===== src/rtl/ahb_ui_sequencer_if.sv =====
// Command, write-data and master-UI signal bundle for ahb_ui_sequencer.
// The slave modport is the sequencer's view; the master modport drives commands and strobes.
interface ahb_ui_sequencer_if #(
  parameter int DATA_WDT = 32,
  parameter int BEAT_WDT = 32
);
  logic                i_cmd_valid;
  logic                o_cmd_ready;
  logic [31:0]         i_cmd_addr;
  logic [2:0]          i_cmd_size;
  logic                i_cmd_wr;
  logic [BEAT_WDT-1:0] i_cmd_len;
  logic                i_wdata_valid;
  logic                o_wdata_ready;
  logic [DATA_WDT-1:0] i_wdata;
  logic                i_next;
  logic [31:0]         o_ui_addr;
  logic [2:0]          o_ui_size;
  logic                o_ui_wr;
  logic                o_ui_rd;
  logic [BEAT_WDT-1:0] o_ui_min_len;
  logic                o_ui_cont;
  logic [DATA_WDT-1:0] o_ui_data;
  logic                o_ui_dav;
  logic                o_busy;
  logic                o_cmd_done;

  modport slave (
    input  i_cmd_valid, i_cmd_addr, i_cmd_size, i_cmd_wr, i_cmd_len,
    input  i_wdata_valid, i_wdata, i_next,
    output o_cmd_ready, o_wdata_ready,
    output o_ui_addr, o_ui_size, o_ui_wr, o_ui_rd, o_ui_min_len, o_ui_cont,
    output o_ui_data, o_ui_dav, o_busy, o_cmd_done
  );

  modport master (
    output i_cmd_valid, i_cmd_addr, i_cmd_size, i_cmd_wr, i_cmd_len,
    output i_wdata_valid, i_wdata, i_next,
    input  o_cmd_ready, o_wdata_ready,
    input  o_ui_addr, o_ui_size, o_ui_wr, o_ui_rd, o_ui_min_len, o_ui_cont,
    input  o_ui_data, o_ui_dav, o_busy, o_cmd_done
  );
endinterface


===== src/rtl/ahb_ui_sequencer.sv =====
// Burst command sequencer in front of the AHB master UI, with a FWFT write-data FIFO.
// All outputs decode from registered state, so i_next never reaches an output combinationally.
module ahb_ui_sequencer #(
  parameter int DATA_WDT   = 32,
  parameter int BEAT_WDT   = 32,
  parameter int FIFO_DEPTH = 8
) (
  input  logic i_hclk,
  input  logic i_hreset,
  ahb_ui_sequencer_if.slave bus
);
  localparam int PW = $clog2(FIFO_DEPTH);

  typedef enum logic [1:0] {S_IDLE, S_START, S_BURST, S_END} state_t;

  state_t              r_state, w_state_nxt;
  logic [31:0]         r_addr;
  logic [2:0]          r_size;
  logic                r_wr;
  logic [BEAT_WDT-1:0] r_len, r_rem;
  logic                r_done;

  logic [DATA_WDT-1:0] r_mem [FIFO_DEPTH];
  logic [PW-1:0]       r_wptr, r_rptr;
  logic [PW:0]         r_cnt;

  logic w_empty, w_full, w_active, w_rd, w_dav, w_take;
  logic w_accept, w_push, w_pop, w_last, w_done_set;

  assign w_empty    = (r_cnt == '0);
  assign w_full     = (r_cnt == (PW+1)'(FIFO_DEPTH));
  assign w_active   = (r_state == S_START) || (r_state == S_BURST);
  assign w_rd       = w_active && !r_wr;
  assign w_dav      = w_active && r_wr && !w_empty;
  assign w_take     = bus.i_next && (w_rd || w_dav);
  assign w_accept   = bus.i_cmd_valid && (r_state == S_IDLE);
  assign w_push     = bus.i_wdata_valid && !w_full;
  assign w_pop      = w_take && r_wr;
  // r_rem counts beats still to present, including the one on the UI now
  assign w_last     = (r_rem == BEAT_WDT'(1));
  assign w_done_set = (w_accept && (bus.i_cmd_len == '0)) ||
                      ((r_state == S_END) && bus.i_next);

  always_ff @(posedge i_hclk or posedge i_hreset) begin
    if (i_hreset) r_state <= S_IDLE;
    else          r_state <= w_state_nxt;
  end

  always_comb begin
    w_state_nxt = r_state;
    case (r_state)
      S_IDLE:          if (w_accept && (bus.i_cmd_len != '0)) w_state_nxt = S_START;
      S_START, S_BURST: if (w_take) w_state_nxt = w_last ? S_END : S_BURST;
      S_END:           if (bus.i_next) w_state_nxt = S_IDLE;
      default:         w_state_nxt = S_IDLE;
    endcase
  end

  always_ff @(posedge i_hclk or posedge i_hreset) begin
    if (i_hreset) begin
      r_addr <= '0;
      r_size <= '0;
      r_wr   <= 1'b0;
      r_len  <= '0;
      r_rem  <= '0;
      r_done <= 1'b0;
    end else begin
      r_done <= w_done_set;
      if (w_accept) begin
        r_addr <= bus.i_cmd_addr;
        r_size <= bus.i_cmd_size;
        r_wr   <= bus.i_cmd_wr;
        r_len  <= bus.i_cmd_len;
        r_rem  <= bus.i_cmd_len;
      end else if (w_take) begin
        r_rem  <= r_rem - BEAT_WDT'(1);
      end
    end
  end

  // Storage is not reset; the head is masked while empty so stale words never show
  always_ff @(posedge i_hclk) begin
    if (w_push) r_mem[r_wptr] <= bus.i_wdata;
  end

  always_ff @(posedge i_hclk or posedge i_hreset) begin
    if (i_hreset) begin
      r_wptr <= '0;
      r_rptr <= '0;
      r_cnt  <= '0;
    end else begin
      if (w_push) r_wptr <= r_wptr + PW'(1);
      if (w_pop)  r_rptr <= r_rptr + PW'(1);
      case ({w_push, w_pop})
        2'b10:   r_cnt <= r_cnt + (PW+1)'(1);
        2'b01:   r_cnt <= r_cnt - (PW+1)'(1);
        default: r_cnt <= r_cnt;
      endcase
    end
  end

  assign bus.o_cmd_ready   = (r_state == S_IDLE);
  assign bus.o_wdata_ready = !w_full;
  assign bus.o_ui_addr     = r_addr;
  assign bus.o_ui_size     = r_size;
  assign bus.o_ui_min_len  = r_len;
  assign bus.o_ui_wr       = w_active && r_wr;
  assign bus.o_ui_rd       = w_rd;
  assign bus.o_ui_cont     = (r_state == S_BURST);
  assign bus.o_ui_dav      = w_dav;
  assign bus.o_ui_data     = w_empty ? '0 : r_mem[r_rptr];
  assign bus.o_busy        = (r_state != S_IDLE);
  assign bus.o_cmd_done    = r_done;
endmodule


===== src/flat_wrapper.sv =====
// flat-port wrapper written by rule: the top's interface ports become plain ports
module ahb_ui_sequencer_flat 
#(
  parameter int DATA_WDT   = 32,
  parameter int BEAT_WDT   = 32,
  parameter int FIFO_DEPTH = 8
)
  (i_hclk, i_hreset, bus_i_cmd_valid, bus_i_cmd_addr, bus_i_cmd_size, bus_i_cmd_wr, bus_i_cmd_len, bus_i_wdata_valid, bus_i_wdata, bus_i_next, bus_o_cmd_ready, bus_o_wdata_ready, bus_o_ui_addr, bus_o_ui_size, bus_o_ui_wr, bus_o_ui_rd, bus_o_ui_min_len, bus_o_ui_cont, bus_o_ui_data, bus_o_ui_dav, bus_o_busy, bus_o_cmd_done);
  ahb_ui_sequencer_if #(.DATA_WDT(DATA_WDT), .BEAT_WDT(BEAT_WDT)) bus_i ();
  input  logic i_hclk;
  input  logic i_hreset;
  input wire logic [$bits(bus_i.i_cmd_valid)-1:0] bus_i_cmd_valid;
  input wire logic [$bits(bus_i.i_cmd_addr)-1:0] bus_i_cmd_addr;
  input wire logic [$bits(bus_i.i_cmd_size)-1:0] bus_i_cmd_size;
  input wire logic [$bits(bus_i.i_cmd_wr)-1:0] bus_i_cmd_wr;
  input wire logic [$bits(bus_i.i_cmd_len)-1:0] bus_i_cmd_len;
  input wire logic [$bits(bus_i.i_wdata_valid)-1:0] bus_i_wdata_valid;
  input wire logic [$bits(bus_i.i_wdata)-1:0] bus_i_wdata;
  input wire logic [$bits(bus_i.i_next)-1:0] bus_i_next;
  output wire logic [$bits(bus_i.o_cmd_ready)-1:0] bus_o_cmd_ready;
  output wire logic [$bits(bus_i.o_wdata_ready)-1:0] bus_o_wdata_ready;
  output wire logic [$bits(bus_i.o_ui_addr)-1:0] bus_o_ui_addr;
  output wire logic [$bits(bus_i.o_ui_size)-1:0] bus_o_ui_size;
  output wire logic [$bits(bus_i.o_ui_wr)-1:0] bus_o_ui_wr;
  output wire logic [$bits(bus_i.o_ui_rd)-1:0] bus_o_ui_rd;
  output wire logic [$bits(bus_i.o_ui_min_len)-1:0] bus_o_ui_min_len;
  output wire logic [$bits(bus_i.o_ui_cont)-1:0] bus_o_ui_cont;
  output wire logic [$bits(bus_i.o_ui_data)-1:0] bus_o_ui_data;
  output wire logic [$bits(bus_i.o_ui_dav)-1:0] bus_o_ui_dav;
  output wire logic [$bits(bus_i.o_busy)-1:0] bus_o_busy;
  output wire logic [$bits(bus_i.o_cmd_done)-1:0] bus_o_cmd_done;
  assign bus_i.i_cmd_valid = bus_i_cmd_valid;
  assign bus_i.i_cmd_addr = bus_i_cmd_addr;
  assign bus_i.i_cmd_size = bus_i_cmd_size;
  assign bus_i.i_cmd_wr = bus_i_cmd_wr;
  assign bus_i.i_cmd_len = bus_i_cmd_len;
  assign bus_i.i_wdata_valid = bus_i_wdata_valid;
  assign bus_i.i_wdata = bus_i_wdata;
  assign bus_i.i_next = bus_i_next;
  assign bus_o_cmd_ready = bus_i.o_cmd_ready;
  assign bus_o_wdata_ready = bus_i.o_wdata_ready;
  assign bus_o_ui_addr = bus_i.o_ui_addr;
  assign bus_o_ui_size = bus_i.o_ui_size;
  assign bus_o_ui_wr = bus_i.o_ui_wr;
  assign bus_o_ui_rd = bus_i.o_ui_rd;
  assign bus_o_ui_min_len = bus_i.o_ui_min_len;
  assign bus_o_ui_cont = bus_i.o_ui_cont;
  assign bus_o_ui_data = bus_i.o_ui_data;
  assign bus_o_ui_dav = bus_i.o_ui_dav;
  assign bus_o_busy = bus_i.o_busy;
  assign bus_o_cmd_done = bus_i.o_cmd_done;
  ahb_ui_sequencer #(.DATA_WDT(DATA_WDT), .BEAT_WDT(BEAT_WDT), .FIFO_DEPTH(FIFO_DEPTH)) u_core (.i_hclk(i_hclk), .i_hreset(i_hreset), .bus(bus_i));
endmodule

===== config.mk =====
export PLATFORM = sky130hd
export DESIGN_NAME = ahb_ui_sequencer_flat
export DESIGN_NICKNAME = d
export VERILOG_FILES = /design/src/rtl/ahb_ui_sequencer_if.sv /design/src/rtl/ahb_ui_sequencer.sv /design/src/flat_wrapper.sv
export SDC_FILE = /design/constraint.sdc
export NUM_CORES = 1
export LEC_CHECK = 0
export BUFFER_PORTS_ARGS = -buffer_cell sky130_fd_sc_hd__buf_2
export CORE_MARGIN = 5
export CORE_UTILIZATION = 61
export CTS_BUF_LIST = sky130_fd_sc_hd__clkbuf_2 sky130_fd_sc_hd__clkbuf_4 sky130_fd_sc_hd__clkbuf_8
export CTS_CLUSTER_DIAMETER = 80
export DETAILED_ROUTE_END_ITERATION = 8
export HOLD_SLACK_MARGIN = 0.12
export PLACE_DENSITY_LB_ADDON = 0.3
export SLEW_MARGIN = 10
export SYNTH_ARGS = -nofsm -noshare
export SYNTH_HDL_FRONTEND = slang
export SYNTH_SLANG_ARGS = --single-unit

===== constraint.sdc =====
create_clock -name i_hclk -period 5.6 [get_ports i_hclk]
set_clock_uncertainty 0.1 [all_clocks]
set_input_delay 1.12 -clock i_hclk [delete_from_list [all_inputs] [get_ports i_hclk]]
set_output_delay 1.12 -clock i_hclk [all_outputs]
set_load 0.05 [all_outputs]

# == Yosys cells after proc, flatten, opt, wreduce, memory -nomap -nowiden ==
# Memories as Yosys holds them, arrays and structs flattened.
# Index checks and enable logic that the tools add are counted.
# W data, S select, Z words.
# totals
regBits,113
latchBits,0
out_inout_bits,107
rom_bits,0
ramBits,256
memories,1
# memory_table
memory,words,width,read_ports,rd_clocked_by_memory_dff,write_ports,line,source
u_core.r_mem,8,32,1,0,1,ahb_ui_sequencer.sv:23,logic [DATA_WDT-1:0] r_mem [FIFO_DEPTH];
# op_classes
n_eq_ne,10
bitwise,0
n_mux,11
div,0
n_lt_le_gt_ge,0
multipliers,0
n_reduce_logical,25
n_addsub,5
shift,0
# ops
operator,count
$mux W32,3
$eq A32 B1 Y1 const B,1
$logic_not A32 Y1,1
$reduce_bool A32 Y1,1
$sub A32 B1 Y32 const B,1
$logic_and A1 B1 Y1,10
$pmux W4 S2,1
$add A3 B1 Y3 const B,2
$eq A2 B2 Y1 const B,3
$mux W2,3
$pmux W2 S3,1
$reduce_bool A2 Y1,3
$add A4 B1 Y4 const B,1
$eq A2 B1 Y1 const B,2
$eq A4 B4 Y1 const B,1
$logic_not A4 Y1,1
$ne A2 B1 Y1 const B,2
$sub A4 B1 Y4 const B,1
$logic_not A1 Y1,3
$logic_or A1 B1 Y1,3
$mux W1,3
$reduce_and A3 Y1,1
$logic_not A2 Y1,1
$ne A2 B2 Y1 const B,1
$reduce_or A2 Y1,1

# == Logic depth before layout (Yosys ltp) ==
# Gate-level depths: netlist (run 1).
# logic_depth
ltp_word,9
ltp_mapped,13

# == Least setup slack after synthesis (run 1) ==
# OpenSTA, ideal clock, no wires.
# synth_timing
path_kind,input -> register
startpoint,input bus_i_wdata_valid
endpoint,"memory u_core.r_mem[0][0], enable pin"
path_stages,3
slack_ps,1263
t_arrival_ps,3776
path_buffers,0
cell_sequence,nand2_1 -> or2_2 -> nor3_1
# synth_via
elab_chain_cells,3
# synth_lines
item,line,source
from (decl),flat_wrapper.sv:17,input wire logic [$bits(bus_i.i_wdata_valid)-1:0] bus_i_wdata_valid;
$logic_and A1 B1 Y1,ahb_ui_sequencer.sv:37,assign w_push = bus.i_wdata_valid && !w_full;
$mux W1,ahb_ui_sequencer.sv:83,if (w_push) r_mem[r_wptr] <= bus.i_wdata;
$mux W1 (not written as such),ahb_ui_sequencer.sv:83,
to (decl),ahb_ui_sequencer.sv:23,
# No other way between the ends.

# == Worst setup path after layout (run 1) ==
# layout_timing
startpoint,register u_core.r_rptr[0]
endpoint,output bus_o_ui_data[22]
# layout_via
elab_chain_cells,2
# layout_lines
item,line,source
from (decl),ahb_ui_sequencer.sv:24,"logic [PW-1:0] r_wptr, r_rptr;"
from (signal assigned),ahb_ui_sequencer.sv:93,if (w_pop) r_rptr <= r_rptr + PW'(1);
$mem_v2 Z8 W32,--,
$mux W32,ahb_ui_sequencer.sv:111,assign bus.o_ui_data = w_empty ? '0 : r_mem[r_rptr];
to (decl),flat_wrapper.sv:28,output wire logic [$bits(bus_i.o_ui_data)-1:0] bus_o_ui_data;
# No other way between the ends.

==> out/metrics.cfg, run 1 <==
[status]
outcome = finished, final reports clean

[routing]
wl_met3_um = 2230
drt_iter0_drc = 831
remaining_drc_errors = 0
wl_met2_um = 16000
dr.pass1.iters = 5
wl_per_cell_um = 19.9
ant_nets = 0
wl_met1_um = 12300
viasPerCell = 5.62
vias = 8751
finalWirelength_um = 30900
top_layer = met5

[floorplan]
boundaryPins = 212
fp.dieH_um = 165
coreArea_mm2 = 0.0236
rows = 56
die_w_um = 165
dieArea_mm2 = 0.0274
initial_utilization_pct = 62.4

[grt]
grt_usage_pct = 22.6
grt_overflow = 0
grt_max_degree = 74
antenna_found_initial = 4
grt_pass1_wl_um = 47600
grt_pass1_vias = 8913

[cells_and_area]
drive_above_1_share_pct = 32.8
syn_to_final_growth_pct = 17.2
multi_input_area_mm2 = 0.00408
nFillCells = 1467
final_util_pct = 73.2
finalNonFillerCells = 1557
area.sequential_mm2 = 0.0105
final_net_count = 1310

[yosys]
yosys_warnings = 0
yosysTopAreaCell = edfxtp_1
netlist_area_mm2 = 0.0147
synthDistinctLibCells = 40
synth_flop_cell = edfxtp_1
seq_area_frac_synth_pct = 71.3
synth-edff-count = 256
synth_top_area_share_pct = 52.1
synth_cells = 956
synthMostInstantiatedCell = edfxtp_1
synth_seq_cells = 369
synth_area_leaders = edfxtp_1 (52%), dfrtp_1 (19%), mux4_2 (9.8%)
syn-num-nets = 1071
avgSynthCellArea_um2 = 15.4
ys_top_cells_by_count = edfxtp_1 (256), nand2_1 (219), dfrtp_1 (113), mux4_2 (64), nor2_1 (50)
async_flop_share_pct = 30.6

[setup_path]
path_class = reg2out
reg2reg_from = u_core.r_cnt[1]
reg2reg_to = u_core.r_cnt[2]
crit_path_end_kind = output pin
cp-endpoint = bus_o_ui_data[22]
cp.required_ns = 4.38
cpMaxStageDelayCell = dfrtp_4
start_kind = register
ff2ff_path_depth = 11
r2r_slack_ns = 2.57
cp.arrival_ns = 2.91
crit_chain = buf_12 -> mux4_2 -> mux2i_1 -> nor2_1 -> buf_2
cp_max_fo = 41
cpPeakStageDelay_ns = 0.97
crit_path_start = u_core.r_rptr[0]

[sta]
hold_viol = 0
max_freq_mhz = 242
fin_crit_sh_pct = 73.8
finalCriticalPeriod_ns = 4.13
fin_setup_tns_ns = 0
maxSlewHeadroom_pct = 28.6
drv_slew = 0
worst_pin_slew_ns = 1.07
finalSetupViolCount = 0
rsz0062_at_grt = no

[clock_network]
cts_buffer_depth = 3
clk_latency_ns = 0.57
cts_setup_buffers = 0
clkTransAtPathRegs_ns = 0.06
cts_resized = 0
cts_tree = built
h-tree-depth = 2
cts_hold_buf = 0
cts_buffers = 54
cts_sinks = 369
cts-root-buf = clkbuf_8

[power_and_ir_drop]
peakVddDrop_mv = 0.429
p_leak_nw = 6.91
powerDensity_mw_per_mm2 = 610
power_w = 0.0105

[hold_path]
hp-class = reg2reg
worstHoldStart = u_core.bus.o_ui_size[0]

[place]
port-buffer-count = 211
dp.cells = 1458
globalplace.congestion = 0.768
dp_hpwl_um = 19600

[run]
drv_cap = 0

-- state kept, by name (all words and copies together), names as in the netlist, 2 cells and up --
| name | count |
|---|---|
| u_core.r_rptr | 3 |
| u_core.bus.o_ui_size | 3 |
| u_core.r_state | 2 |
| u_core.r_wptr | 3 |
| u_core.r_mem | 256 |
| u_core.r_cnt | 4 |
| u_core.bus.o_ui_min_len | 32 |
| u_core.r_rem | 32 |
| u_core.bus.o_ui_addr | 32 |
-- area by class of cell --
class | count | area share (%)
inverters | 7 | 0.167
multi-input cells | 536 | 23.6
flip-flops and latches | 369 | 60.9
well taps | 319 | 2.31
repair buffers | 227 | 6.88
diodes | 2 | 0.0290
clock buffers | 76 | 5.40
clock inverters | 21 | 0.666
-- through the flow --
| stage | cell area (um^2) | hold slack [ns] | worst slack, ns |
|---|---|---|---|
| floorplan | 14700 | 0.364 | 1.26 |
| global placement | 16200 | 0.352 | 2.03 |
| detailed placement | 16200 | 0.357 | 1.98 |
| CTS | 17300 | 0.372 | 1.34 |
| global route | 17300 | 0.387 | 1.21 |
| finish | 17300 | 0.367 | 1.47 |
-- worst min path at each step --
stage / to / slack, ns / depth (start not counted)
3_5_place_dp: u_core.bus.o_ui_size[2] / 0.36 / 2
2_1_floorplan: u_core.r_cnt[3] / 0.36 / 1
5_1_grt: u_core.bus.o_ui_addr[17] / 0.39 / 2
3_3_place_gp: u_core.bus.o_ui_addr[17] / 0.35 / 2
4_1_cts: u_core.bus.o_ui_size[2] / 0.37 / 2
6_report: u_core.bus.o_ui_size[0] / 0.37 / 2
-- logic make-up after synthesis --
group | share of synthesized area [%]
xor gates and xnor gates | 2.32
buffers and inverters | 1.41
AOI/OAI and AO/OA | 1.66
and+or+nand+nor | 10.1
DFF | 71.3
muxes | 12.3
adders and majority gates | 0.849
-- where the power goes --
group / switching, W / total [W] / internal [W]
Combinational: 0.00309 / 0.00443 / 0.00134
Clock: 0.000971 / 0.00205 / 0.00108
Sequential: 0.000445 / 0.00406 / 0.00361
-- critical path, delay by kind of cell (launching register included) --
family                 cells  cell delay (ns)
buffers and inverters      2             0.54
multiplexers               2             0.75
flip-flops                 1             0.97
AND/OR/NAND/NOR            1             0.06
-- cell usage in the layout (no fill, tap or decap), types with 4 or more instances in the layout --
cell type	Yosys	layout
buf_4	0	15
nand2_1	219	218
o21ai_0	29	29
mux2i_1	33	33
nand4b_1	5	5
nand3b_1	5	5
nor3_1	11	9
inv_1	7	6
mux4_2	64	64
xor2_1	32	32
mux2_2	4	4
clkinv_2	0	10
nand3_1	13	13
ha_1	10	10
clkbuf_8	0	58
edfxtp_1	256	256
nor2_1	50	44
nor2_4	0	6
nor4_1	11	10
a21oi_1	8	8
nand4_1	5	5
xnor2_1	7	7
dfrtp_1	113	110
clkbuf_4	0	18
clkinv_1	0	8
buf_2	7	211
-- per-layer routing --
| metal | track usage [%] | vias up |
|---|---|---|
| li1 | - | 4000 |
| met1 | 30.3 | 4388 |
| met2 | 38.8 | 320 |
| met3 | 4.72 | 39 |
| met4 | 5.51 | 4 |
| met5 | 0 | - |
Note: power is estimated with default switching activity, not from simulation.
==> inputs of run 2 (changes only) <==
CORE_UTILIZATION = 59   (was 61)
clock period = 4.1 ns   (was 5.6 ns; I/O delays follow)
==> out/metrics.cfg, run 2 (same netlist as run 1, synthesis figures left out) <==
[setup_path]
crit_chain = buf_12 -> mux4_2 -> mux2i_1 -> nor2_1 -> buf_2  ; unchanged
crit_path_start = u_core.r_rptr[0]  ; unchanged
crit_path_end_kind = output pin  ; unchanged
reg2reg_to = u_core.r_cnt[2]  ; unchanged
path_class = reg2out  ; unchanged
reg2reg_from = u_core.r_state[1]  ; was u_core.r_cnt[1]
cp.arrival_ns = 2.59  ; was 2.91 ns
r2r_slack_ns = 1.25  ; was 2.57 ns
cp.required_ns = 3.18  ; was 4.38 ns
cpMaxStageDelayCell = mux4_2  ; was dfrtp_4
cpPeakStageDelay_ns = 0.56  ; was 0.97 ns
cp_max_fo = 42  ; was 41
start_kind = register  ; unchanged
cp-endpoint = bus_o_ui_data[16]  ; was bus_o_ui_data[22]
ff2ff_path_depth = 12  ; was 11

[status]
outcome = finished, final reports clean  ; unchanged

[grt]
grt_pass1_vias = 9016  ; was 8913
antenna_found_initial = 2  ; was 4
grt_pass1_wl_um = 49500  ; was 47600 um
grt_max_degree = 48  ; was 74
grt_overflow = 0  ; unchanged
grt_usage_pct = 22.2  ; was 22.6%

[power_and_ir_drop]
peakVddDrop_mv = 0.605  ; was 0.429 mV
p_leak_nw = 6.99  ; was 6.91 nW
powerDensity_mw_per_mm2 = 835  ; was 610 mW/mm^2

[sta]
drv_slew = 0  ; unchanged
maxSlewHeadroom_pct = 25.6  ; was 28.6%
worst_pin_slew_ns = 1.12  ; was 1.07 ns
fin_crit_sh_pct = 85.7
finalCriticalPeriod_ns = 3.51
rsz0062_at_grt = no  ; unchanged
finalSetupViolCount = 0  ; unchanged
hold_viol = 0  ; unchanged
fin_setup_tns_ns = 0  ; unchanged
max_freq_mhz = 285

[routing]
vias = 8708  ; was 8751
finalWirelength_um = 31200  ; was 30900 um
drt_iter0_drc = 717  ; was 831
dr.pass1.iters = 5  ; unchanged
viasPerCell = 5.55  ; was 5.62
ant_nets = 0  ; unchanged
remaining_drc_errors = 0  ; unchanged
wl_per_cell_um = 19.9  ; about the same

[hold_path]
hp-class = in2async  ; was reg2reg

[clock_network]
clkTransAtPathRegs_ns = 0.06  ; about the same
cts_buffers = 56  ; was 54
cts-root-buf = clkbuf_8  ; unchanged
h-tree-depth = 2  ; unchanged
cts_sinks = 369  ; unchanged
cts_resized = 0  ; unchanged
clk_latency_ns = 0.59  ; was 0.57 ns
cts_hold_buf = 0  ; unchanged
cts_buffer_depth = 3  ; unchanged
cts_setup_buffers = 0  ; unchanged
cts_tree = built  ; unchanged

[cells_and_area]
largest_reg_flops = 256  ; unchanged
final_util_pct = 71.4  ; was 73.2%
nFillCells = 1611  ; was 1467
diodes = 0  ; was 2
final_net_count = 1319  ; was 1310
top_register = u_core.r_mem  ; unchanged
postLayoutCellArea_mm2 = 0.0175  ; was 0.0173 mm^2
most-common-layout-cells = edfxtp_1 (256), nand2_1 (218), buf_2 (211), dfrtp_1 (110)  ; was edfxtp_1 (256), nand2_1 (218), buf_2 (211), dfrtp_1 (110), mux4_2 (64)
drive_above_1_share_pct = 33.4  ; was 32.8%
layout_commonest_cell = edfxtp_1  ; unchanged
syn_to_final_growth_pct = 18.5  ; was 17.2%

[floorplan]
boundaryPins = 212  ; unchanged
die_w_um = 168  ; was 165 um
dieArea_mm2 = 0.0282  ; was 0.0274 mm^2
rows = 57  ; was 56
initial_utilization_pct = 60.3  ; was 62.4%
coreArea_mm2 = 0.0245  ; was 0.0236 mm^2
fp.dieH_um = 168  ; was 165 um

[place]
globalplace.congestion = 0.822  ; was 0.768
place_area_mm2 = 0.0164  ; was 0.0162 mm^2
port-buffer-count = 211  ; unchanged
dp_hpwl_um = 19600  ; about the same

[run]
drv_cap = 0  ; unchanged

[run 2: changes by cell type in the layout (fill, tap and decap cells not counted), sizes merged]
cell / previous run / this run
clkinv: 19 / 13
buf: 227 / 234
inv: 8 / 9
diode: 2 / 0
clkbuf: 76 / 82
[run 2: layout make-up]
class | count | area, um^2 | share of cell area, %
Clock buffer | 82 | 1020 | 5.81
Inverter | 7 | 28.8 | 0.165
Clock inverter | 16 | 96.3 | 0.551
Multi-Input combinational cell | 536 | 4090 | 23.4
Sequential cell | 369 | 10500 | 60.2
Timing Repair Buffer | 234 | 1320 | 7.53
Tap cell | 324 | 405 | 2.32
[run 2: per-stage QoR]
step	worst slack (ns)	cells	total power (W)	hold WS, ns
4_1_cts	0.521	1568	0.0148	0.192
3_5_place_dp	1.20	1470	0.0118	0.357
3_3_place_gp	1.24	1470	0.0116	0.352
5_1_grt	0.400	1568	0.0154	0.229
2_1_floorplan	0.193	956	0.0101	0.364
6_report	0.588	1568	0.0146	0.207
[run 2: worst max-delay path, delay by kind of cell, from the launching register on]
| family | cells | cell delay [ns] |
|---|---|---|
| DFF | 1 | 0.52 |
| and+or+nand+nor | 1 | 0.06 |
| muxes | 2 | 0.81 |
| buffers and inverters | 2 | 0.57 |
[run 2: how the worst min path moves through the flow]
| stage | end | depth (start not counted) | slack [ns] |
|---|---|---|---|
| floorplan | u_core.r_cnt[3] | 1 | 0.36 |
| global placement | u_core.bus.o_ui_size[1] | 2 | 0.35 |
| detailed placement | u_core.bus.o_ui_size[1] | 2 | 0.36 |
| CTS | u_core.bus.o_ui_addr[31] | 2 | 0.19 |
| global route | u_core.bus.o_ui_min_len[26] | 2 | 0.23 |
| finish | u_core.bus.o_ui_min_len[22] | 2 | 0.21 |
[run 2: power breakdown]
group | internal [W] | leakage (nW) | switching [W]
clock network | 0.00159 | 0.593 | 0.00135
registers | 0.00493 | 3.72 | 0.000560
logic | 0.00188 | 2.68 | 0.00427
[run 2: routing by layer]
layer	vias to the layer above	wire length (um)	global-route usage, %
li1	4019	-	-
met1	4325	12600	29.5
met2	304	15500	37.4
met3	56	2310	4.76
met4	4	699	6.67
met5	-	27	0
